`src/rtl/mp_add_seq_12_pkg.sv`:
```
// Shared constants for the multi-precision add/subtract sequencer: chunk width,
// FSM state encodings and the chunk-index width helper.
package mp_add_seq_12_pkg;

    localparam int W_CHUNK = 12;

    localparam logic [1:0] S_IDLE = 2'd0;
    localparam logic [1:0] S_RUN  = 2'd1;
    localparam logic [1:0] S_DONE = 2'd2;

    // Chunk counter width; a single-chunk operand still needs a 1-bit counter.
    function automatic int idx_bits(input int words);
        return (words > 1) ? $clog2(words) : 1;
    endfunction

endpackage

```
`src/rtl/mp_add_seq_12_adder.sv`:
```
// Combinational 12-bit chunk adder with carry in/out.
// Zero latency; no flow control.
module tree_12_adder
    import mp_add_seq_12_pkg::*;
(
    input  logic [W_CHUNK-1:0] x,
    input  logic [W_CHUNK-1:0] y,
    input  logic               cin,
    output logic [W_CHUNK-1:0] sum,
    output logic               cout
);

    logic [W_CHUNK:0] total;

    assign total       = {1'b0, x} + {1'b0, y} + {{W_CHUNK{1'b0}}, cin};
    assign {cout, sum} = total;

endmodule

```
`src/rtl/mp_add_seq_12.sv`:
```
// Multi-precision add/subtract, one 12-bit chunk per cycle LSB first; result WORDS+1 cycles after accept.
// One op in flight: in_ready low through RUN and DONE; result held in DONE until out_ready.
module mp_add_seq_12
    import mp_add_seq_12_pkg::*;
#(
    parameter int WORDS = 4
)
(
    input  logic                       clk,
    input  logic                       rst,
    input  logic                       in_valid,
    output logic                       in_ready,
    input  logic [W_CHUNK*WORDS-1:0]   in_a,
    input  logic [W_CHUNK*WORDS-1:0]   in_b,
    input  logic                       in_cin,
    input  logic                       in_sub,
    output logic                       out_valid,
    input  logic                       out_ready,
    output logic [W_CHUNK*WORDS-1:0]   out_sum,
    output logic                       out_cout,
    output logic                       out_ovf
);

    localparam int W  = W_CHUNK;
    localparam int N  = W * WORDS;
    localparam int IW = idx_bits(WORDS);
    localparam logic [IW-1:0] LAST = IW'(WORDS - 1);

    logic [1:0]    state;
    logic [IW-1:0] idx;
    logic          carry;
    logic [N-1:0]  a_q;
    logic [N-1:0]  b_q;
    logic [N-1:0]  sum_q;

    logic [W-1:0]  x_chunk;
    logic [W-1:0]  y_chunk;
    logic [W-1:0]  add_sum;
    logic          add_cout;
    logic [N-1:0]  next_sum;

    assign x_chunk = a_q[idx*W +: W];
    assign y_chunk = b_q[idx*W +: W];

    tree_12_adder u_adder (
        .x    (x_chunk),
        .y    (y_chunk),
        .cin  (carry),
        .sum  (add_sum),
        .cout (add_cout)
    );

    // Partial result with the current chunk merged in; on the last chunk this is the full sum.
    always_comb begin
        next_sum = sum_q;
        next_sum[idx*W +: W] = add_sum;
    end

    assign in_ready = (state == S_IDLE) && !rst;

    always_ff @(posedge clk or posedge rst) begin
        if (rst) begin
            state     <= S_IDLE;
            idx       <= '0;
            carry     <= 1'b0;
            a_q       <= '0;
            b_q       <= '0;
            sum_q     <= '0;
            out_valid <= 1'b0;
            out_sum   <= '0;
            out_cout  <= 1'b0;
            out_ovf   <= 1'b0;
        end else begin
            case (state)
                S_IDLE: begin
                    if (in_valid) begin
                        a_q   <= in_a;
                        // Subtraction runs as A + ~B + 1; carry-in is forced and in_cin ignored.
                        b_q   <= in_sub ? ~in_b : in_b;
                        carry <= in_sub ? 1'b1 : in_cin;
                        idx   <= '0;
                        state <= S_RUN;
                    end
                end
                S_RUN: begin
                    sum_q <= next_sum;
                    carry <= add_cout;
                    idx   <= idx + 1'b1;
                    if (idx == LAST) begin
                        out_sum   <= next_sum;
                        out_cout  <= add_cout;
                        out_ovf   <= (a_q[N-1] == b_q[N-1]) && (next_sum[N-1] != a_q[N-1]);
                        out_valid <= 1'b1;
                        idx       <= '0;
                        state     <= S_DONE;
                    end
                end
                S_DONE: begin
                    if (out_ready) begin
                        out_valid <= 1'b0;
                        state     <= S_IDLE;
                    end
                end
                default: begin
                    out_valid <= 1'b0;
                    state     <= S_IDLE;
                end
            endcase
        end
    end

endmodule

```
`config.mk`:
```
export PLATFORM = sky130hd
export DESIGN_NAME = mp_add_seq_12
export DESIGN_NICKNAME = d
export VERILOG_FILES = /design/src/rtl/mp_add_seq_12_pkg.sv /design/src/rtl/mp_add_seq_12_adder.sv /design/src/rtl/mp_add_seq_12.sv
export SDC_FILE = /design/constraint.sdc
export NUM_CORES = 1
export LEC_CHECK = 0
export ABC_AREA = 1
export BUFFER_PORTS_ARGS = -buffer_cell sky130_fd_sc_hd__buf_2
export CAP_MARGIN = 15
export CORE_UTILIZATION = 55
export CTS_CLUSTER_SIZE = 16
export DETAILED_ROUTE_END_ITERATION = 12
export PLACE_DENSITY_LB_ADDON = 0.12
export SLEW_MARGIN = 20
export SYNTH_ARGS = -nofsm -noshare
export SYNTH_HDL_FRONTEND = slang
export SYNTH_SLANG_ARGS = --single-unit
export TNS_END_PERCENT = 30
```
`constraint.sdc`:
```
create_clock -name clk -period 14.13 [get_ports clk]
set_input_delay 2.1195 -clock clk [delete_from_list [all_inputs] [get_ports clk]]
set_output_delay 2.1195 -clock clk [all_outputs]
set_load 0.1 [all_outputs]
```
# Word level (Yosys, flattened, before mapping)

Cells that the tools add are included.

$add $sub $neg: 4
Multiply operators: 1
Eq/ne operators: 8
Shifts and indexed selects: 4
Muxes and demuxes: 15
Bitwise gates (word level): 2
Reductions and logical operators: 10

Operators by type and width:

| cell                                                                     | count |
|---|---|
| 48-bit by 7-bit variable part select with 12-bit output                  | 2 |
| 48-bit bitwise mux                                                       | 1 |
| 48-bit 2-to-1 mux                                                        | 1 |
| 48-bit inverter                                                          | 1 |
| 12-bit by 34-bit variable shift with 48-bit output, first input constant | 1 |
| 12-bit by 34-bit variable part select with 48-bit output                 | 1 |
| 6-bit negator with 34-bit output                                         | 1 |
| 12-bit by 12-bit adder with 13-bit output                                | 1 |
| 13-bit by 1-bit adder with 13-bit output                                 | 1 |
| 2-bit 2-to-1 mux                                                         | 5 |
| 2-bit inequality test, second input constant                             | 3 |
| 2-bit case mux with 3 select lines                                       | 1 |
| 2-bit AND reduction                                                      | 3 |
| 3-bit AND reduction                                                      | 2 |
| 2-bit equality test, second input constant                               | 2 |
| 2-bit by 2-bit multiplier with 4-bit output, second input constant       | 1 |
| 1-bit 2-to-1 mux                                                         | 4 |
| 2-bit case mux with 2 select lines                                       | 1 |
| 1-bit case mux with 3 select lines                                       | 1 |
| 2-bit by 1-bit adder with 2-bit output, second input constant            | 1 |
| 2-bit by 1-bit equality test with 1-bit output, second input constant    | 1 |
| 1-bit logical AND                                                        | 2 |
| 2-bit zero test                                                          | 1 |
| 1-bit case mux with 2 select lines                                       | 1 |
| 5 further kinds                                                          | 5 |

Register bits: 200
Input bits: 102
Output and inout port bits: 52

# Logic depth before layout (Yosys ltp)

Gate-level depths: netlist of run 1.

Depth after elaboration: 8
Gate-level depth with buffers: 23

# By module

From an unflattened synthesis of run 1, not the netlist that was laid out.

Cells, all modules: 1366
Area total of the unflattened synthesis: 10361.2 sq um

By module, submodules not included:

| module        | times used | cells each | area each (sq um) |
|---|---|---|---|
| mp_add_seq_12 | 1          | 1244       | 9681.8 |
| tree_12_adder | 1          | 122        | 679.4 |

# Worst setup path before layout of run 1

Ideal clock, no wire load.

Kind: input -> output
Start point: in rst
End point: out in_ready
Data arrival time: 4.147 ns
Data required time: 12.010 ns
Path slack: 7.864 ns
Stages on the path: 1
Buffers on the path: 0
Path through: nor3_1

Longest elaborated chain between the ends: 2

RTL lines:

| element                   | RTL line            | source |
|---|---|---|
| from (decl)               | mp_add_seq_12.sv:10 | `input logic rst,` |
| 1-bit zero test (no line) | -                   |  |
| 1-bit logical AND         | mp_add_seq_12.sv:59 | `assign in_ready = (state == S_IDLE) && !rst;` |
| to (decl)                 | mp_add_seq_12.sv:12 | `output logic in_ready,` |

No other way between the ends.

# Worst setup path in the final report of run 1

Same ends and word-level chain as after synthesis.

==> results of run 1 <==
-- per-stage QoR --
stage	utilization	std cells
global route	0.645	1693
finish	0.645	1693
floorplan	-	1345
detailed placement	0.610	1661
CTS	0.645	1693
global placement	0.610	1661
-- cells by family after synthesis --
group,after synthesis
simple gates,748
compound gates,200
buf+inv,127
flops,200
fa+ha+maj,19
xor+xnor,51
-- synth_stat cells (15+ instances only) --
| cell type | number | area share |
|---|---|---|
| sky130_fd_sc_hd__nand3_1 | 53 | 0.026 |
| sky130_fd_sc_hd__dfrtp_1 | 200 | 0.48 |
| sky130_fd_sc_hd__buf_2 | 15 | 0.0072 |
| sky130_fd_sc_hd__nand2_1 | 570 | 0.21 |
| sky130_fd_sc_hd__o22ai_1 | 29 | 0.017 |
| sky130_fd_sc_hd__xnor2_1 | 49 | 0.041 |
| sky130_fd_sc_hd__o21ai_0 | 120 | 0.058 |
| sky130_fd_sc_hd__a31oi_1 | 16 | 0.0096 |
| sky130_fd_sc_hd__clkbuf_1 | 42 | 0.015 |
| sky130_fd_sc_hd__nor2_1 | 89 | 0.032 |
| sky130_fd_sc_hd__ha_1 | 17 | 0.020 |
| sky130_fd_sc_hd__inv_1 | 47 | 0.017 |
-- state kept, by name, indices dropped and copies added, names as in the netlist, 2 cells and up --
register and count:
b_q 48, out_sum 48, sum_q 48, a_q 48
state 2, idx 2
-- area by class of cell --
class	count	area, µm²
inverters	52	210
clock inverters	13	190
repair buffers	162	837
multi-input cells	1018	4820
clock buffers	19	443
well taps	229	287
fillers	1654	6480
flip-flops and latches	200	5010
-- worst min path at each step --
stage / end
after floorplan: sum_q[8]
after global routing: a_q[14]
after CTS: out_sum[26]
after global placement: sum_q[8]
after detailed placement: out_sum[26]
final: out_sum[26]
-- cell usage in the layout, fill, tap and decap left out, types with 16 or more instances in the layout --
cell type,Yosys,layout
sky130_fd_sc_hd__a31oi_1,16,16
sky130_fd_sc_hd__buf_2,15,153
sky130_fd_sc_hd__clkbuf_16,0,17
sky130_fd_sc_hd__dfrtp_1,200,199
sky130_fd_sc_hd__ha_1,17,17
sky130_fd_sc_hd__inv_1,47,45
sky130_fd_sc_hd__nand2_1,570,569
sky130_fd_sc_hd__nand3_1,53,53
sky130_fd_sc_hd__nor2_1,89,89
sky130_fd_sc_hd__o21ai_0,120,120
sky130_fd_sc_hd__o22ai_1,29,29
sky130_fd_sc_hd__xnor2_1,49,49
-- worst reg2reg max path: cells and delay by family, from the launching register on --
| family | cells | cell delay (ps) |
|---|---|---|
| simple gates | 9 | 1150 |
| compound gates | 4 | 960 |
| buf+inv | 2 | 810 |
| flops | 1 | 380 |
| fa+ha+maj | 1 | 330 |
-- per-layer routing --
layer	vias up	part of all wire	track usage
met4	0	0.024	0.106
li1	4530	-	-
met1	4292	0.44	0.355
met3	41	0.040	0.0330
met2	254	0.49	0.467
met5	-	0	0
==> insert_results.sql, run 1 <==
INSERT INTO impl_metrics (metric_group, metric, value, unit) VALUES
('run_status', 'result_of_the_run', 'finished, final reports clean', ''),
('clock_tree', 'clk_latency', '430', 'ps'),
('layout', 'drive_gt1_frac', '0.150', ''),
('global_route', 'groute.usage.overall', '0.273', ''),
('worst_hold_path', 'min-delay-start', 'out_sum[26]', ''),
('clock_tree', 'cts_sinks', '200', ''),
('timing', 'rsz0062_at_grt', 'no', ''),
('die', 'die_width', '139', 'µm'),
('die', 'cell_rows', '49', ''),
('synth', 'yosys_warnings', '0', ''),
('synth', 'post_synth_xor_area_fraction', '0.0437', ''),
('setup_path', 'critPathLaunch', 'rst', ''),
('synth', 'synth_net_count', '1466', ''),
('setup_path', 'regToRegStartpoint', 'idx[1]', ''),
('timing', 'worst-slew-pin-transition', '1030', 'ps'),
('timing', 'postLayoutSetupSlackWorst', '9190', 'ps'),
('setup_path', 'critPathTopFamily', 'buffers and inverters', ''),
('synth', 'synth-compound-area-share', '0.106', ''),
('synth', 'yosys.cell_types.count', '46', ''),
('timing', 'min_period', '4940', 'ps'),
('synth', 'synth-main-ff-cell', 'sky130_fd_sc_hd__dfrtp_1', ''),
('global_route', 'grt_overflow', '0', ''),
('synth', 'synth_simple_gate_area_frac', '0.288', ''),
('worst_hold_path', 'hp-class', 'flip-flop to flip-flop', ''),
('synth', 'post_synth_arst_share', '1.00', ''),
('clock_tree', 'ctsHtreeMaxLevel', '4', ''),
('run', 'maxCapViolCount', '0', ''),
('synth', 'ys_ff_latch', '200', ''),
('die', 'initial_core_util', '0.569', ''),
('setup_path', 'worstSetupEndpoint', 'in_ready', ''),
('timing', 'report.final.slew_viol_count', '0', ''),
('synth', 'synth_edf_count', '0', ''),
('die', 'floorplan.core_area', '18300', 'µm²'),
('global_route', 'number_of_antenna_violations_at_the_first_check_in_global_routing', '0', ''),
('synth', 'main_combinational_cell_family_by_area_after_synthesis', 'simple AND/OR/NAND/NOR gates', ''),
('drt', 'drc', '0', ''),
('clock_tree', 'tritoncts_clock_tree', 'yes', ''),
('setup_path', 'critPathLaunchType', 'input port', ''),
('setup_path', 'data_arrival_time_of_the_critical_path', '2820', 'ps'),
('timing', 'fmax_achieved', '202', 'MHz'),
('die', 'design.die.area', '19500', 'µm²'),
('synth', 'synthesis.area', '10400', 'µm²'),
('worst_hold_path', 'min_path_cells', '2', ''),
('global_route', 'wire_length_of_the_first_global_routing_pass', '42.1', 'mm'),
('drt', 'drt_iter0_drc', '523', ''),
('layout', 'final_net_count', '1572', ''),
('setup_path', 'critical_path.reg2reg.endpoint', 'out_sum[34]', ''),
('setup_path', 'cp_common_cell', 'sky130_fd_sc_hd__buf_2', ''),
('setup_path', 'timing.critical_path.buf_inv', '2', ''),
('placement', 'gp_congestion', '0.955', ''),
('die', 'die-height', '139', 'µm'),
('synth', 'yosys-mux-area-fraction', '0', ''),
('drt', 'viasPerCell', '5.39', ''),
('setup_path', 'worstPathMaxFanout', '2', ''),
('synth', 'synth_adder_area_share', '0.0243', ''),
('setup_path', 'ff2ff_path_depth', '16', ''),
('clock_tree', 'post_cts_hold_buffer_count', '0', ''),
('synth', 'avg_synthesized_cell_area', '7.73', 'µm²'),
('global_route', 'first_global_vias', '8591', ''),
('layout', 'antenna_cells', '0', ''),
('setup_path', 'worst_setup_path_type', 'input port to output pin', ''),
('timing', 'timing.final.setup_violations', '0', ''),
('drt', 'routed-via-count', '9117', ''),
('setup_path', 'cp.required', '12010', 'ps'),
('placement', 'io_buffers', '153', ''),
('timing', 'period_share', '0.350', ''),
('synth', 'synth_seq_area_share', '0.481', ''),
('clock_tree', 'cts_resized', '0', ''),
('clock_tree', 'clockRootBuffer', 'sky130_fd_sc_hd__clkbuf_16', ''),
('setup_path', 'r2r_slack', '10460', 'ps'),
('drt', 'detail_route.first_pass.iterations', '5', '');
Power of run 1 is left out: the tool's default activity adds up to more than one toggle a clock period on the data nets, which glitch-free logic cannot reach.
==> inputs of run 2 (changes only) <==
--- a/config.mk
+++ b/config.mk
@@ -5,10 +5,10 @@
 export SDC_FILE = /design/constraint.sdc
 export NUM_CORES = 1
 export LEC_CHECK = 0
-export ABC_AREA = 1
+export ABC_AREA = 0
 export BUFFER_PORTS_ARGS = -buffer_cell sky130_fd_sc_hd__buf_2
 export CAP_MARGIN = 15
-export CORE_UTILIZATION = 55
+export CORE_UTILIZATION = 52
 export CTS_CLUSTER_SIZE = 16
 export DETAILED_ROUTE_END_ITERATION = 12
 export PLACE_DENSITY_LB_ADDON = 0.12
==> constraint.sdc (replaced) <==
create_clock -name clk -period 4.4 [get_ports clk]
set_input_delay 0.66 -clock clk [delete_from_list [all_inputs] [get_ports clk]]
set_output_delay 0.66 -clock clk [all_outputs]
set_load 0.1 [all_outputs]
==> insert_results.sql, run 2 <==
INSERT INTO impl_metrics (metric_group, metric, value, unit) VALUES
('layout', 'drive_gt1_frac', '0.201', ''),
('drt', 'detail_route.first_pass.iterations', '5', ''),
('timing', 'finalSetupTns', '0', 'ps'),
('setup_path', 'critPathTopFamily', 'compound AO/OA/AOI/OAI gates', ''),
('clock_tree', 'cts_buffer_depth', '2', ''),
('timing', 'rsz0062_at_grt', 'no', ''),
('layout', 'area_growth_syn_to_layout', '15.4', '%'),
('timing', 'timing.final.setup_violations', '0', ''),
('setup_path', 'timing.critical_path.cells', 'buf_4 > mux4_2 > fa_1 > a21o_1 > a221oi_2 > o21ai_2 > xor2_1 > a222oi_1 > nand2b_1 > a21oi_1', ''),
('synth', 'synth.most_common_cell', 'sky130_fd_sc_hd__nand2_1', ''),
('clock_tree', 'cts_inserted_buffers', '17', ''),
('placement', 'detailedPlacementHpwl', '17.4', 'mm'),
('die', 'floorplan.core_area', '18600', 'µm²'),
('drt', 'route.detailed.wl_per_inst', '17.4', 'µm'),
('synth', 'synth-main-ff-cell', 'sky130_fd_sc_hd__dfrtp_1', ''),
('global_route', 'grt_overflow', '0', ''),
('synth', 'synth_top_cell_by_area', 'sky130_fd_sc_hd__dfrtp_1', ''),
('clock_tree', 'clk_latency', '440', 'ps'),
('setup_path', 'max_stage_delay', '630', 'ps'),
('timing', 'hold_ws', '106', 'ps'),
('setup_path', 'worst_setup_path_type', 'flip-flop to flip-flop', ''),
('synth', 'synth_edf_count', '0', ''),
('timing', 'max_slew_headroom', '0.385', ''),
('die', 'cell_rows', '50', ''),
('layout', 'layout.cells.most_common', 'sky130_fd_sc_hd__nand2_1', ''),
('setup_path', 'worstPathMaxFanout', '19', ''),
('layout', 'layout.cells.most_common_list', 'sky130_fd_sc_hd__nand2_1 (291), sky130_fd_sc_hd__dfrtp_1 (199), sky130_fd_sc_hd__buf_2 (153)', ''),
('drt', 'viasPerCell', '5.62', ''),
('timing', 'period_share', '0.915', ''),
('worst_hold_path', 'hp-class', 'input port to async pin', ''),
('setup_path', 'critPathLaunchType', 'flip-flop', ''),
('clock_tree', 'cts_resized', '0', ''),
('setup_path', 'timing.critical_path.buf_inv', '1', ''),
('placement', 'dpl-instance-area', '10800', 'µm²'),
('timing', 'min_period', '4020', 'ps'),
('timing', 'fmax_achieved', '248', 'MHz'),
('synth', 'avg_synthesized_cell_area', '9.41', 'µm²'),
('synth', 'synthesis.area', '9880', 'µm²'),
('layout', 'final_net_count', '1289', ''),
('run_status', 'result_of_the_run', 'finished, final reports clean', ''),
('setup_path', 'worst_path_max_delay_cell', 'sky130_fd_sc_hd__a222oi_1', ''),
('die', 'die-height', '140', 'µm'),
('synth', 'syn-instance-count', '1050', ''),
('die', 'initial_core_util', '0.530', ''),
('global_route', 'wire_length_of_the_first_global_routing_pass', '40.2', 'mm'),
('synth', 'synth_net_count', '1171', ''),
('setup_path', 'critical_path.endpoint_type', 'flip-flop', ''),
('die', 'die_width', '140', 'µm'),
('clock_tree', 'cts.repair_timing.setup_buffer_count', '0', ''),
('timing', 'skew', '9.72', 'ps'),
('drt', 'drt_wl_total', '24.7', 'mm'),
('drt', 'route.antenna.remaining_nets', '0', ''),
('clock_tree', 'clockRootBuffer', 'sky130_fd_sc_hd__clkbuf_16', ''),
('setup_path', 'cp.required', '4720', 'ps'),
('die', 'pin_count', '154', ''),
('timing', 'report.final.slew_viol_count', '0', ''),
('clock_tree', 'clkTransAtPathRegs', '70', 'ps'),
('synth', 'yosys_warnings', '0', ''),
('placement', 'gp_congestion', '0.920', ''),
('synth', 'synthDominantCellAreaShare', '0.506', ''),
('layout', 'fillers', '1636', ''),
('placement', 'io_buffers', '153', ''),
('drt', 'drt_iter0_drc', '679', ''),
('synth', 'ys_top_cells_by_count', 'sky130_fd_sc_hd__nand2_1 (293), sky130_fd_sc_hd__dfrtp_1 (200), sky130_fd_sc_hd__o21ai_0 (115), sky130_fd_sc_hd__clkbuf_1 (63), sky130_fd_sc_hd__nor2_1 (55)', ''),
('timing', 'worst-slew-pin-transition', '922', 'ps'),
('timing', 'total_count_of_hold_check_failures_in_the_final_report', '0', ''),
('layout', 'antenna_cells', '0', ''),
('synth', 'yosys.cell_types.count', '52', ''),
('drt', 'drc', '0', ''),
('synth', 'ys_ff_latch', '200', ''),
('layout', 'final_area', '11400', 'µm²'),
('setup_path', 'data_arrival_time_of_the_critical_path', '4340', 'ps'),
('drt', 'routed-via-count', '7946', ''),
('clock_tree', 'tritoncts_clock_tree', 'yes', ''),
('global_route', 'first_global_vias', '7573', ''),
('global_route', 'groute.usage.overall', '0.266', ''),
('synth', 'post_synth_arst_share', '1.00', ''),
('synth', 'synth_seq_area_share', '0.506', ''),
('synth', 'synth_top_cells_by_area', 'sky130_fd_sc_hd__dfrtp_1 (51%), sky130_fd_sc_hd__nand2_1 (11%), sky130_fd_sc_hd__o21ai_0 (5.8%)', ''),
('run', 'maxCapViolCount', '0', ''),
('global_route', 'largest_net_degree_at_the_start_of_global_routing', '154', ''),
('clock_tree', 'cts_sinks', '200', ''),
('die', 'design.die.area', '19600', 'µm²'),
('clock_tree', 'ctsHtreeMaxLevel', '4', ''),
('clock_tree', 'post_cts_hold_buffer_count', '0', ''),
('global_route', 'number_of_antenna_violations_at_the_first_check_in_global_routing', '0', '');
[run 2: cell types whose count changed in the layout (fill, tap and decap cells not counted), sizes merged, moves of 27 or more]
cell   change
nand2    -281
o22ai     -27
inv       -47
nor2      -37
nand3     -42
[run 2: metal layers]
layer  global-route usage  vias to the layer above  routed length (µm)  part of all wire
met5                    0                        -                   0                 0
met4               0.0937                        0                 480             0.019
met1                0.364                     3841               11200              0.45
met3               0.0375                       34                 968             0.039
li1                     -                     3841                   -                 -
met2                0.437                      230               12000              0.49
[run 2: worst reg2reg max path, stage by stage (launching register included)]
cell	delay, ps
sky130_fd_sc_hd__dfrtp_2	550
sky130_fd_sc_hd__buf_4	410
sky130_fd_sc_hd__mux4_2	620
sky130_fd_sc_hd__fa_1	480
sky130_fd_sc_hd__a21o_1	230
sky130_fd_sc_hd__a221oi_2	420
sky130_fd_sc_hd__o21ai_2	120
sky130_fd_sc_hd__xor2_1	210
sky130_fd_sc_hd__a222oi_1	630
sky130_fd_sc_hd__nand2b_1	180
sky130_fd_sc_hd__a21oi_1	60
[run 2: worst paths after layout]
check	start	to	slack, ps	depth (start not counted)
worst max-delay path	idx[0]	out_sum[18]	380	10
worst min register to register	a_q[36]	a_q[36]	470	2
max in group asynchronous	rst	idx[0]	3200	3
worst min-delay path	rst	out_cout	110	2
min in group clk	in_a[41]	a_q[41]	410	3
worst max register to register	idx[0]	out_sum[18]	380	10
[run 2: final cells by class]
cell class	count	area, µm²	area share
Clock buffer	20	457	0.0400
Inverter	10	41.3	0.00362
Sequential cell	200	5010	0.439
Tap cell	234	293	0.0257
Clock inverter	11	123	0.0107
Timing Repair Buffer	171	913	0.0801
Multi-Input combinational cell	768	4580	0.401
[run 2: through the flow]
stage | worst slack, ps | util | std cells
2_1_floorplan | 231 | - | 1050
3_3_place_gp | 504 | 0.581 | 1383
3_5_place_dp | 383 | 0.581 | 1383
4_1_cts | 351 | 0.612 | 1414
5_1_grt | 134 | 0.612 | 1414
6_report | 375 | 0.612 | 1414
[run 2: logic make-up after synthesis]
logic type	synth area share
and+or+nand+nor	0.177
AOI/OAI and AO/OA	0.148
DFF	0.506
buffers and inverters	0.0316
xor gates and xnor gates	0.0522
muxes	0.0599
adders and majority gates	0.0256
Power of run 2 is left out for the same reason.
==> inputs of run 3 (changes only) <==
--- a/config.mk
+++ b/config.mk
@@ -15,5 +15,6 @@
 export SLEW_MARGIN = 20
 export SYNTH_ARGS = -nofsm -noshare
 export SYNTH_HDL_FRONTEND = slang
+export SYNTH_HIERARCHICAL = 1
 export SYNTH_SLANG_ARGS = --single-unit
 export TNS_END_PERCENT = 30
==> insert_results.sql, run 3 <==
INSERT INTO impl_metrics (metric_group, metric, value, unit) VALUES
('run_status', 'result_of_the_run', 'finished, final reports clean', ''),
('synth', 'yosys_warnings', '6', ''),
('clock_tree', 'cts_inserted_buffers', '17', ''),
('setup_path', 'worst_setup_path_type', 'flip-flop to flip-flop', ''),
('timing', 'period_share', '0.940', ''),
('global_route', 'gr-usage-met1', '0.357', ''),
('timing', 'report.final.slew_viol_count', '0', ''),
('synth', 'synthDominantCellAreaShare', '0.499', ''),
('die', 'die-height', '141', 'µm'),
('clock_tree', 'cts_sinks', '200', ''),
('clock_tree', 'clockRootBuffer', 'sky130_fd_sc_hd__clkbuf_16', ''),
('setup_path', 'data_arrival_time_of_the_critical_path', '4460', 'ps'),
('setup_path', 'ff2ff_path_depth', '11', ''),
('setup_path', 'critPathLaunchType', 'flip-flop', ''),
('global_route', 'gr-max-usage-layer', 'met2', ''),
('die', 'pin_count', '154', ''),
('layout', 'final-seq-area', '5010', 'µm²'),
('clock_tree', 'cts_buffer_depth', '2', ''),
('setup_path', 'critical_path.reg2reg.endpoint', 'out_sum[46]', ''),
('layout', 'antenna_cells', '0', ''),
('clock_tree', 'tritoncts_clock_tree', 'yes', ''),
('synth', 'synth-main-ff-cell', 'sky130_fd_sc_hd__dfrtp_1', ''),
('global_route', 'number_of_antenna_violations_at_the_first_check_in_global_routing', '0', ''),
('setup_path', 'regToRegStartpoint', 'idx[0]', ''),
('timing', 'finalSetupTns', '0', 'ps'),
('placement', 'gp_congestion', '0.877', ''),
('layout', 'multi_input_area', '4630', 'µm²'),
('global_route', 'first_global_vias', '7495', ''),
('drt', 'routed-via-count', '7817', ''),
('synth', 'synth_top_cells_by_area', 'sky130_fd_sc_hd__dfrtp_1 (50%), sky130_fd_sc_hd__nand2_1 (8.7%), sky130_fd_sc_hd__mux4_2 (5.4%)', ''),
('synth', 'synth_top_cell_by_area', 'sky130_fd_sc_hd__dfrtp_1', ''),
('layout', 'layout.cells.most_common', 'sky130_fd_sc_hd__nand2_1', ''),
('global_route', 'globalRouteMet3Util', '0.0452', ''),
('die', 'floorplan.core_area', '18800', 'µm²'),
('run', 'maxCapViolCount', '0', ''),
('synth', 'synth_net_count', '1134', ''),
('setup_path', 'worstPathMaxFanout', '9', ''),
('synth', 'synth_seq_area_share', '0.499', ''),
('clock_tree', 'clk_latency', '450', 'ps'),
('synth', 'syn-instance-count', '1013', ''),
('setup_path', 'critical_path.endpoint_type', 'flip-flop', ''),
('synth', 'synth.most_common_cell', 'sky130_fd_sc_hd__nand2_1', ''),
('layout', 'layout.cells.most_common_list', 'sky130_fd_sc_hd__nand2_1 (231), sky130_fd_sc_hd__dfrtp_1 (199), sky130_fd_sc_hd__buf_2 (153)', ''),
('global_route', 'met2_demand_to_capacity_share_in_global_routing', '0.430', ''),
('timing', 'fmax_achieved', '242', 'MHz'),
('synth', 'yosys.cell_types.count', '68', ''),
('layout', 'fillers', '1600', ''),
('layout', 'area_growth_syn_to_layout', '16.1', '%'),
('timing', 'timing.final.setup_violations', '0', ''),
('die', 'initial_core_util', '0.532', ''),
('placement', 'io_buffers', '153', ''),
('die', 'design.die.area', '19800', 'µm²'),
('drt', 'drt_wl_total', '25.0', 'mm'),
('drt', 'viasPerCell', '5.54', ''),
('worst_hold_path', 'hp-class', 'input port to async pin', ''),
('timing', 'worst-slew-pin-transition', '910', 'ps'),
('placement', 'detailedPlacementHpwl', '17.7', 'mm'),
('drt', 'drt_iter0_drc', '574', ''),
('synth', 'ys_ff_latch', '200', ''),
('synth', 'avg_synthesized_cell_area', '9.90', 'µm²'),
('drt', 'route.detailed.wl_per_inst', '17.7', 'µm'),
('global_route', 'grt_overflow', '0', ''),
('clock_tree', 'ctsHtreeMaxLevel', '4', ''),
('drt', 'route.antenna.remaining_nets', '0', ''),
('synth', 'synth_edf_count', '0', ''),
('timing', 'min_period', '4130', 'ps'),
('global_route', 'largest_net_degree_at_the_start_of_global_routing', '105', ''),
('setup_path', 'cp.required', '4720', 'ps'),
('global_route', 'groute.usage.overall', '0.263', ''),
('timing', 'max_slew_headroom', '0.393', ''),
('synth', 'synthesis.area', '10000', 'µm²'),
('drt', 'detail_route.first_pass.iterations', '5', ''),
('timing', 'skew', '11.6', 'ps'),
('clock_tree', 'clkTransAtPathRegs', '70', 'ps'),
('die', 'die_width', '141', 'µm'),
('die', 'cell_rows', '50', ''),
('global_route', 'wire_length_of_the_first_global_routing_pass', '40.1', 'mm'),
('timing', 'rsz0062_at_grt', 'no', ''),
('synth', 'post_synth_arst_share', '1.00', ''),
('synth', 'ys_top_cells_by_count', 'sky130_fd_sc_hd__nand2_1 (232), sky130_fd_sc_hd__dfrtp_1 (200), sky130_fd_sc_hd__nor2_1 (90), sky130_fd_sc_hd__o21ai_0 (72), sky130_fd_sc_hd__xnor2_1 (55)', ''),
('layout', 'drive_gt1_frac', '0.227', ''),
('setup_path', 'r2r_slack', '270', 'ps'),
('drt', 'drc', '0', ''),
('layout', 'final_net_count', '1260', ''),
('timing', 'total_count_of_hold_check_failures_in_the_final_report', '0', '');
## run 3: cell types whose count changed after synthesis, sizes merged, moves of 7 or more
cell / before / now
nand2: 293 / 232
a22oi: 8 / 0
a221oi: 13 / 31
nor3: 14 / 3
clkbuf: 63 / 40
a22o: 12 / 32
mux2i: 4 / 11
o31ai: 11 / 2
and3: 12 / 5
nor2: 55 / 90
a21oi: 39 / 27
o21ai: 116 / 72
buf: 9 / 40
## run 3: critical path, stage by stage, from the launching register on
cell	delay, ps
sky130_fd_sc_hd__dfrtp_2	520
sky130_fd_sc_hd__mux4_2	560
sky130_fd_sc_hd__fa_1	490
sky130_fd_sc_hd__fa_1	440
sky130_fd_sc_hd__a211oi_1	370
sky130_fd_sc_hd__o21bai_1	160
sky130_fd_sc_hd__a21oi_1	200
sky130_fd_sc_hd__xnor2_1	190
sky130_fd_sc_hd__nor4bb_1	170
sky130_fd_sc_hd__or3_1	500
sky130_fd_sc_hd__a221oi_1	310
sky130_fd_sc_hd__nor2_1	90
## run 3: what timing repair did
action | 4_1_cts | 5_1_grt
resized for setup | 0 | 1
buffers inserted | 0 | 0
endpoints found under the setup margin | 0 | 3
hold buffers | 0 | 0
hold endpoints to repair | 0 | 0
## run 3: area by class of cell
class | count | area share
Clock buffer | 19 | 0.0389
Clock inverter | 13 | 0.0118
Inverter | 10 | 0.00355
Multi-Input combinational cell | 723 | 0.398
Sequential cell | 200 | 0.430
Tap cell | 260 | 0.0279
Timing Repair Buffer | 187 | 0.0899
## run 3: logic make-up (layout without fill, tap and decap cells)
logic type                 count (synthesis)  count (layout)  synth area share
buffers and inverters                     90             229            0.0403
and+or+nand+nor                          394             394             0.170
AOI/OAI and AO/OA                        215             215             0.147
xor gates and xnor gates                  58              58            0.0514
muxes                                     37              37            0.0671
adders and majority gates                 19              19            0.0252
DFF                                      200             200             0.499
## run 3: per-stage QoR
step | hold slack, ps | util | worst slack (ps) | cell area, µm² | std cells
final | 363 | 0.618 | 265 | 11600 | 1412
after global routing | 393 | 0.618 | 16.2 | 11600 | 1412
after CTS | 378 | 0.618 | 228 | 11600 | 1412
after detailed placement | 461 | 0.587 | 294 | 11100 | 1380
after global placement | 456 | 0.587 | 327 | 11000 | 1380
after floorplan | 439 | - | 137 | 10000 | 1013
## run 3: how the worst max path moves through the flow
stage,cells after the start,start,to,slack (ps)
after floorplan,15,idx[0],out_sum[46],140
after global placement,12,idx[0],out_sum[13],330
after detailed placement,12,idx[0],out_sum[13],290
after CTS,12,idx[0],out_sum[45],230
after global routing,11,idx[0],out_sum[46],20
final,11,idx[0],out_sum[46],270
## run 3: routing by layer
layer  part of all wire  up-vias
met1               0.45     3773
met4              0.018        0
met3              0.041       38
li1                   -     3791
met2               0.49      215
met5                  0        -
Power of run 3 is left out for the same reason.
